File: src/rtl/bcd_time_counter.sv
// BCD hh:mm:ss counter for the oven front panel.
// Counts up as a time-of-day clock or down as a cook timer, supports
// per-digit loading from the switches, and raises done/alarm on expiry.
module bcd_time_counter #(
  parameter int TICK_DIV   = 50000000,
  parameter int HOUR_LIMIT = 24
) (
  input  logic        clk,
  input  logic        resetN,
  input  logic        run,
  input  logic        countDown,
  input  logic        loadEn,
  input  logic [2:0]  loadSel,
  input  logic [3:0]  loadValue,
  input  logic        alarmClear,
  output logic [23:0] digits,
  output logic        tick,
  output logic        done,
  output logic        alarm,
  output logic        loadErr
);

  localparam int              PW     = (TICK_DIV > 1) ? $clog2(TICK_DIV) : 1;
  localparam logic [PW-1:0]   TC     = PW'(TICK_DIV - 1);
  localparam logic [3:0]      HMAX_T = 4'((HOUR_LIMIT - 1) / 10);
  localparam logic [3:0]      HMAX_O = 4'((HOUR_LIMIT - 1) % 10);
  localparam logic [6:0]      HLIM   = 7'(HOUR_LIMIT);

  // index 0 = secOnes ... index 5 = hourTens, so the packed vector is the output order
  logic [5:0][3:0] r_d;
  logic [PW-1:0]   r_presc;
  logic            r_tick;
  logic            r_done;
  logic            r_alarm;
  logic            r_load_err;

  logic            w_step;
  logic            w_zero;
  logic            w_legal;
  logic [3:0]      w_new_ht;
  logic [3:0]      w_new_ho;
  logic [6:0]      w_hour;
  logic [5:0][3:0] w_next;
  logic            w_c;
  logic            w_advance;
  logic            w_done_set;

  assign w_step     = run && (r_presc == TC);
  assign w_zero     = (r_d == '0);
  // a load on the step cycle wins; at 00:00:00 in down mode the step is swallowed
  assign w_advance  = w_step && !loadEn && !(countDown && w_zero);
  assign w_done_set = w_advance && countDown && (w_next == '0);

  // prescaler: free-runs while enabled, a stopped clock forgets the partial second
  always_ff @(posedge clk or negedge resetN) begin
    if (!resetN)              r_presc <= '0;
    else if (!run || w_step)  r_presc <= '0;
    else                      r_presc <= r_presc + 1'b1;
  end

  // load legality; the hour check uses the candidate hour in binary
  always_comb begin
    w_new_ht = r_d[5];
    w_new_ho = r_d[4];
    if (loadSel == 3'd5) w_new_ht = loadValue;
    if (loadSel == 3'd4) w_new_ho = loadValue;
    w_hour  = 7'(w_new_ht) * 7'd10 + 7'(w_new_ho);
    w_legal = 1'b0;
    case (loadSel)
      3'd0, 3'd2: w_legal = (loadValue <= 4'd9);
      3'd1, 3'd3: w_legal = (loadValue <= 4'd5);
      3'd4, 3'd5: w_legal = (loadValue <= 4'd9) && (w_hour < HLIM);
      default:    w_legal = 1'b0;
    endcase
  end

  // next BCD value for one step, ripple carry (up) or borrow (down)
  always_comb begin
    w_next = r_d;
    w_c    = 1'b1;
    if (!countDown) begin
      if (r_d[0] == 4'd9) w_next[0] = 4'd0;
      else begin w_next[0] = r_d[0] + 4'd1; w_c = 1'b0; end
      if (w_c) begin
        if (r_d[1] == 4'd5) w_next[1] = 4'd0;
        else begin w_next[1] = r_d[1] + 4'd1; w_c = 1'b0; end
      end
      if (w_c) begin
        if (r_d[2] == 4'd9) w_next[2] = 4'd0;
        else begin w_next[2] = r_d[2] + 4'd1; w_c = 1'b0; end
      end
      if (w_c) begin
        if (r_d[3] == 4'd5) w_next[3] = 4'd0;
        else begin w_next[3] = r_d[3] + 4'd1; w_c = 1'b0; end
      end
      if (w_c) begin
        if (r_d[5] == HMAX_T && r_d[4] == HMAX_O) begin
          w_next[5] = 4'd0;
          w_next[4] = 4'd0;
        end else if (r_d[4] == 4'd9) begin
          w_next[5] = r_d[5] + 4'd1;
          w_next[4] = 4'd0;
        end else begin
          w_next[4] = r_d[4] + 4'd1;
        end
      end
    end else begin
      if (r_d[0] == 4'd0) w_next[0] = 4'd9;
      else begin w_next[0] = r_d[0] - 4'd1; w_c = 1'b0; end
      if (w_c) begin
        if (r_d[1] == 4'd0) w_next[1] = 4'd5;
        else begin w_next[1] = r_d[1] - 4'd1; w_c = 1'b0; end
      end
      if (w_c) begin
        if (r_d[2] == 4'd0) w_next[2] = 4'd9;
        else begin w_next[2] = r_d[2] - 4'd1; w_c = 1'b0; end
      end
      if (w_c) begin
        if (r_d[3] == 4'd0) w_next[3] = 4'd5;
        else begin w_next[3] = r_d[3] - 4'd1; w_c = 1'b0; end
      end
      if (w_c) begin
        if (r_d[5] == 4'd0 && r_d[4] == 4'd0) begin
          w_next[5] = HMAX_T;
          w_next[4] = HMAX_O;
        end else if (r_d[4] == 4'd0) begin
          w_next[5] = r_d[5] - 4'd1;
          w_next[4] = 4'd9;
        end else begin
          w_next[4] = r_d[4] - 4'd1;
        end
      end
    end
  end

  // digit register and the one-cycle status pulses
  always_ff @(posedge clk or negedge resetN) begin
    if (!resetN) begin
      r_d        <= '0;
      r_tick     <= 1'b0;
      r_done     <= 1'b0;
      r_load_err <= 1'b0;
    end else begin
      r_tick     <= 1'b0;
      r_done     <= 1'b0;
      r_load_err <= 1'b0;
      if (loadEn) begin
        if (w_legal) begin
          for (int i = 0; i < 6; i++)
            if (loadSel == 3'(i)) r_d[i] <= loadValue;
        end else begin
          r_load_err <= 1'b1;
        end
      end else if (w_advance) begin
        r_d    <= w_next;
        r_tick <= 1'b1;
        r_done <= w_done_set;
      end
    end
  end

  // sticky alarm; a new expiry beats a simultaneous clear
  always_ff @(posedge clk or negedge resetN) begin
    if (!resetN)         r_alarm <= 1'b0;
    else if (w_done_set) r_alarm <= 1'b1;
    else if (alarmClear) r_alarm <= 1'b0;
  end

  assign digits  = r_d;
  assign tick    = r_tick;
  assign done    = r_done;
  assign alarm   = r_alarm;
  assign loadErr = r_load_err;

endmodule

File: config.mk
export PLATFORM = sky130hd
export DESIGN_NAME = bcd_time_counter
export DESIGN_NICKNAME = d
export VERILOG_FILES = /design/src/rtl/bcd_time_counter.sv
export SDC_FILE = /design/constraint.sdc
export NUM_CORES = 1
export LEC_CHECK = 0
export ABC_AREA = 1
export BUFFER_PORTS_ARGS = -buffer_cell sky130_fd_sc_hd__buf_2
export CORE_MARGIN = 2
export CORE_UTILIZATION = 66
export DETAILED_ROUTE_END_ITERATION = 8
export HOLD_SLACK_MARGIN = 0.06
export PLACE_DENSITY = 0.84
export SLEW_MARGIN = 20
export SYNTH_ARGS = -nofsm -noshare
export SYNTH_HDL_FRONTEND = slang
export SYNTH_SLANG_ARGS = --single-unit
File: constraint.sdc
create_clock -name clk -period 4.32 [get_ports clk]
set_input_delay 0.864 -clock clk [delete_from_list [all_inputs] [get_ports clk]]
set_output_delay 0.864 -clock clk [all_outputs]
set_load 0.01 [all_outputs]
# Yosys cells after proc, flatten, opt, wreduce, memory -nomap -nowiden
# Cells that the tools add are included.
dict set report op_classes {
  addsub 14
  multipliers 1
  order_cmp 3
  n_eq_ne 18
  mux 64
  n_reduce_logical 32
}
# op count
set ops {}
lappend ops {{2-to-1 mux 24 bit} 4}
lappend ops {{2-to-1 mux 4 bit} 24}
lappend ops {{logical NOT 24 bit} 2}
lappend ops {{2-to-1 mux 8 bit} 4}
lappend ops {{2-to-1 mux 1 bit} 30}
lappend ops {{adder 26 x 1 -> 26 bit, second input constant} 1}
lappend ops {{equality test 26 bit, second input constant} 1}
lappend ops {{2-to-1 mux 26 bit} 1}
lappend ops {{adder 4 x 1 -> 4 bit, second input constant} 6}
lappend ops {{logical NOT 4 bit} 6}
lappend ops {{subtractor 4 x 1 -> 4 bit, second input constant} 6}
lappend ops {{equality test 4 bit, second input constant} 3}
lappend ops {{AND reduction 3 bit} 4}
lappend ops {{!= test 2 x 1 -> 1 bit, second input constant} 5}
lappend ops {{logical AND 1 bit} 9}
lappend ops {{equality test 4 x 2 -> 1 bit, second input constant} 2}
lappend ops {{equality test 4 x 3 -> 1 bit, second input constant} 2}
lappend ops {{adder 7 x 4 -> 7 bit} 1}
lappend ops {{< comparator 7 x 5 -> 1 bit, second input constant} 1}
lappend ops {{equality test 3 x 2 -> 1 bit, second input constant} 2}
lappend ops {{equality test 3 bit, second input constant} 2}
lappend ops {{multiplier 4 x 3 -> 6 bit, second input constant} 1}
lappend ops {{OR reduction 2 bit} 3}
lappend ops {{less-or-equal comparator 4 x 3 -> 1 bit, second input constant} 1}
lappend ops {{8 further kinds} 11}
dict set report totals {
  reg_bits 54
  inputBits 13
  out_inout_bits 28
  elab_cells 143
}

# Logic depth before layout (Yosys ltp)
dict set report depth {
  ltp_word 15
  depth_mapped 21
  mapped_depth_nobuf 20
}

# Worst setup path after synthesis
# No wires, ideal clock.
dict set report synth_timing {
  path_kind {input to register}
  start {input loadSel[2]}
  end {register r_d, in the netlist digits[18]}
  setup_ns 0.121
  t_arrival_ns 2.825
  required_time_ns 4.199
  setup_slack_ns 1.374
  cell_stages 20
  path_buffers 2
  path_cell_list {buf_6 inv_2 nor2_4 nand3_1 nand2_1 inv_1 ha_1 ha_1 ha_1 nor2_1 nand2_1 a21boi_0 nand2_1 nand2_1 nand4_2 nand4_4 nand2_4 buf_8 nand2_2 o21ai_2}
}
dict set report synth_between {
  elab_chain_len 9
  word_cells_on_any_way 20
  cone_classes {add/sub: 1; mul: 1; order compare: 1; eq/ne: 6; mux: 5; reduce/logical: 6}
}
# item line
set synth_lines {}
lappend synth_lines {{from (decl)} 13} ;# input logic [2:0] loadSel,
lappend synth_lines {{equality test 3 bit} {65, 69}}
lappend synth_lines {{2-to-1 mux 4 bit} -}
lappend synth_lines {{multiplier 4 x 3 -> 6 bit} 67} ;# w_hour = 7'(w_new_ht) * 7'd10 + 7'(w_new_ho);
lappend synth_lines {{adder 7 x 4 -> 7 bit} 67}
lappend synth_lines {{< comparator 7 x 5 -> 1 bit} 72} ;# 3'd4, 3'd5: w_legal = (loadValue <= 4'd9) && (w_hour < HLIM);
lappend synth_lines {{logical AND 1 bit} 72}
lappend synth_lines {{one-hot mux 1 bit (3 select lines)} 69} ;# case (loadSel)
lappend synth_lines {{!= test 2 x 1 -> 1 bit (no source line)} -}
lappend synth_lines {{AND reduction 2 bit (no source line)} -}
lappend synth_lines {{to (signal, indexed assignment)} 150} ;# if (loadSel == 3'(i)) r_d[i] <= loadValue;
lappend synth_lines {{to (signal assigned)} 155} ;# r_d <= w_next;
lappend synth_lines {{to (decl)} 30} ;# logic [5:0][3:0] r_d;
# Several ways; a longest one is shown, not always the timed one. The select of a mux whose other input is x is not followed.
# A chain may end at the register's enable or synchronous reset.

# Worst setup path in the final report
dict set report layout_timing {
  start {input loadSel[2]}
  end {register r_d, in the netlist digits[22]}
}
dict set report layout_between {
  elab_chain_len 9
  word_cells_on_any_way 20
  cone_classes {add/sub: 1; mul: 1; order compare: 1; eq/ne: 6; mux: 5; reduce/logical: 6}
}
# item line
set layout_lines {}
lappend layout_lines {{equality test 3 bit} {65, 69, 150}}
lappend layout_lines {{2-to-1 mux 4 bit} -}
lappend layout_lines {{multiplier 4 x 3 -> 6 bit} 67}
lappend layout_lines {{adder 7 x 4 -> 7 bit} 67}
lappend layout_lines {{< comparator 7 x 5 -> 1 bit} 72}
lappend layout_lines {{logical AND 1 bit} 72}
lappend layout_lines {{one-hot mux 1 bit (3 select lines)} 69}
lappend layout_lines {{!= test 2 x 1 -> 1 bit (no source line)} -}
lappend layout_lines {{AND reduction 2 bit (no source line)} -}
# Several ways; a longest one is shown, not always the timed one. The select of a mux whose other input is x is not followed.

==> results.yml <==
clock_tree:
  cts_made_buffers: 5
  clockRootBuffer: "clkbuf_8"
  cts_num_sinks: 54
  hold_buffers: 0
  cts_setup_buffers: 0
  cts_tree: "yes"
  ctsResizeCount: 0
  htreeDepth: 2
  path_clk_slew_ps: 100
  clk_latency_ps: 320
  clock_path_buffers: 2
drt:
  wl_per_cell_um: 14.2
  wl_met3_um: 926
  wl_mm: 12.1
  topRoutingLayerUsed: "met4"
  drt.antenna.violating_nets: 0
  wl_met2_mm: 5.76
  via_per_inst: 5.88
  drt_iter0_drc: 450
  wl_met1_mm: 5.14
  first_pass_iters: 6
  num_vias: 5000
  drc: 0
synthesis:
  synth.cell_area_mm2: 0.00478
  ys_seq_area_share_pct: 28.3
  synth_enable_flop_cells: 0
  synthFlopType: "dfrtp_1"
  syn_area_per_cell_um2: 6.61
  ys_warn_count: 0
  ys_top_cells_by_area: "dfrtp_1 28%, nand2_1 15%, inv_1 6.0%"
  synthCells: 723
  yosysMostFrequentCell: "nand2_1"
  synth_top_area_share_pct: 28.3
  synthArstFlopShare_pct: 100
  ys_seq_elements: 54
  synth_cell_types: 42
  netlist_top_cells_count: "195 x nand2_1, 77 x inv_1, 62 x nor2_1, 54 x dfrtp_1, 50 x nand3_1"
  syn_nets: 749
  yosysTopAreaCell: "dfrtp_1"
floorplan:
  die_h_um: 89.1
  initial_core_util_pct: 67.0
  fp.coreArea_mm2: 0.00714
  fp.dieW_um: 89.1
  rows: 31
  die_area_mm2: 0.00794
  boundaryPins: 41
sta:
  max_freq_mhz: 304
  hold_slack_ps: 471
  tightestPinTransition_ps: 919
  rsz0062_at_grt: "false"
  fin_skew_ps: 13.3
  finalHoldViolations: 0
  period_share_pct: 76.1
  setup_violations: 0
  fin_tns_setup_ps: 0
  drv_slew: 0
  fin_crit_ps: 3290
  maxSlewHeadroom_pct: 38.2
setup_path:
  worstPathCellList: "buf_2 -> inv_2 -> nor2_4 -> nand3_1 -> nand2_1 -> inv_1 -> ha_1 -> ha_1 -> ha_1 -> nor2_1 -> nand2_1 -> a21boi_0 -> nand2_1 -> nand2_1 -> nand4_2 -> nand4_4 -> nand2_4 -> nand2_1 -> o21ai_2"
  cp_slowest_cell: "nand4_4"
  crit_fanout: 24
  crit_path_max_incr_delay_ps: 270
  cp_common_cell: "nand2_1"
  end_kind: "register"
  arrival_ps: 3490
  crit_type: "input pin to register"
  worstPathRequired_ps: 4520
  critPathLaunchType: "input pin"
cells_and_area:
  final_cells: 850
  num_antenna_cells: 0
  drive_above_1_share_pct: 14.9
  nNetsFinal: 776
  syn_to_final_growth_pct: 5.76
pwr:
  p_int_w: 0.000987
  ir_worst_vdd_mv: 0.214
  powerDensity_mw_per_mm2: 372
  static-leakage-power_nw: 2.50
  total_power_w: 0.00188
  p_sw_w: 0.000893
  p_seq_share_pct: 37.2
  clock_power_share_pct: 15.3
  p_comb_share_pct: 47.5
  swShare_pct: 47.5
placement:
  dpl.cell_count: 842
  dpl.hpwl_mm: 9.19
  port-buffer-count: 40
  gp_congestion: 0.970
worst_hold_path:
  hold_path_class: "register to register"
grt:
  antenna_found_initial: 0
  grt_max_degree: 32
  grt_overflow_total: 0
  grt_pass1_vias: 4301
  gr-usage-all-layers_pct: 31.2
  grt_first_pass_wirelength_mm: 19.6
run:
  drv_cap: 0
status:
  outcome: "complete, no violations"
## area by class of cell
type	count	area, um^2
Clock buffer	6	72.6
Clock inverter	2	13.8
Fill cell	651	2080
Inverter	92	345
Multi-Input combinational cell	555	2930
Sequential cell	54	1350
Tap cell	99	124
Timing Repair Buffer	42	215
## stage by stage
step	instance area [um^2]	setup slack, ps	utilization [%]
global placement	4970	920	69.6
floorplan	4780	1370	-
detailed placement	4970	755	69.6
global route	5060	803	70.8
CTS	5060	1090	70.8
finish	5060	1030	70.8
## state kept, by name, summed over array words and instances (netlist names)
register,cells
tick,1
loadErr,1
r_presc,26
alarm,1
digits,24
done,1
## power groups by stage
stage                     clock network, W  logic (W)  registers, W
final                             0.000288   0.000892      0.000700
after global routing              0.000312    0.00101      0.000713
after CTS                         0.000290   0.000886      0.000696
after detailed placement                 0   0.000878      0.000705
after global placement                   0   0.000847      0.000702
after floorplan                          0   0.000674      0.000684
## critical path, delay by kind of cell
kind | cells | cell delay, ps
AO/OA/AOI/OAI | 2 | 310
adder cells (fa/ha/maj) | 3 | 540
buffers and inverters | 3 | 360
AND/OR/NAND/NOR | 11 | 1390
## per-layer routing
metal | up-vias | global-route usage, %
met1 | 2333 | 43.0
met5 | - | 0
met2 | 207 | 50.6
li1 | 2439 | -
met4 | 0 | 8.55
met3 | 21 | 5.91
## final timing paths
check,from,endpoint,slack [ps],depth (start not counted)
worst max register to register,digits[20],digits[22],1300,17
max in group asynchronous,resetN,alarm,2990,2
worst min register to register,r_presc[0],r_presc[0],470,1
min in group asynchronous,resetN,r_presc[20],500,1
worst min-delay path,r_presc[0],r_presc[0],470,1
worst max-delay path,loadSel[2],digits[22],1030,19
## cell families (layout without fill, tap and decap cells)
group / count (synthesis) / count (layout) / synth area share (%)
xor+xnor: 12 / 12 / 2.20
fa+ha+maj: 13 / 13 / 3.40
compound gates: 106 / 106 / 12.7
simple gates: 424 / 424 / 43.1
buf+inv: 114 / 142 / 10.4
flops: 54 / 54 / 28.3
## layout by cell type (no fill, tap or decap), drive strengths merged, types with 4 or more instances in the layout
cell and n:
xor2 9, clkbuf 6, nor3 32, ha 13, o21a 4, o211ai 5, nand3 55, nand2 209
a21oi 31, o21ai 59, dfrtp 54, inv 91, nor4 7, nand4 39, nor2 74, buf 42
nand3b 6
Note: power is estimated with default switching activity, not from simulation.
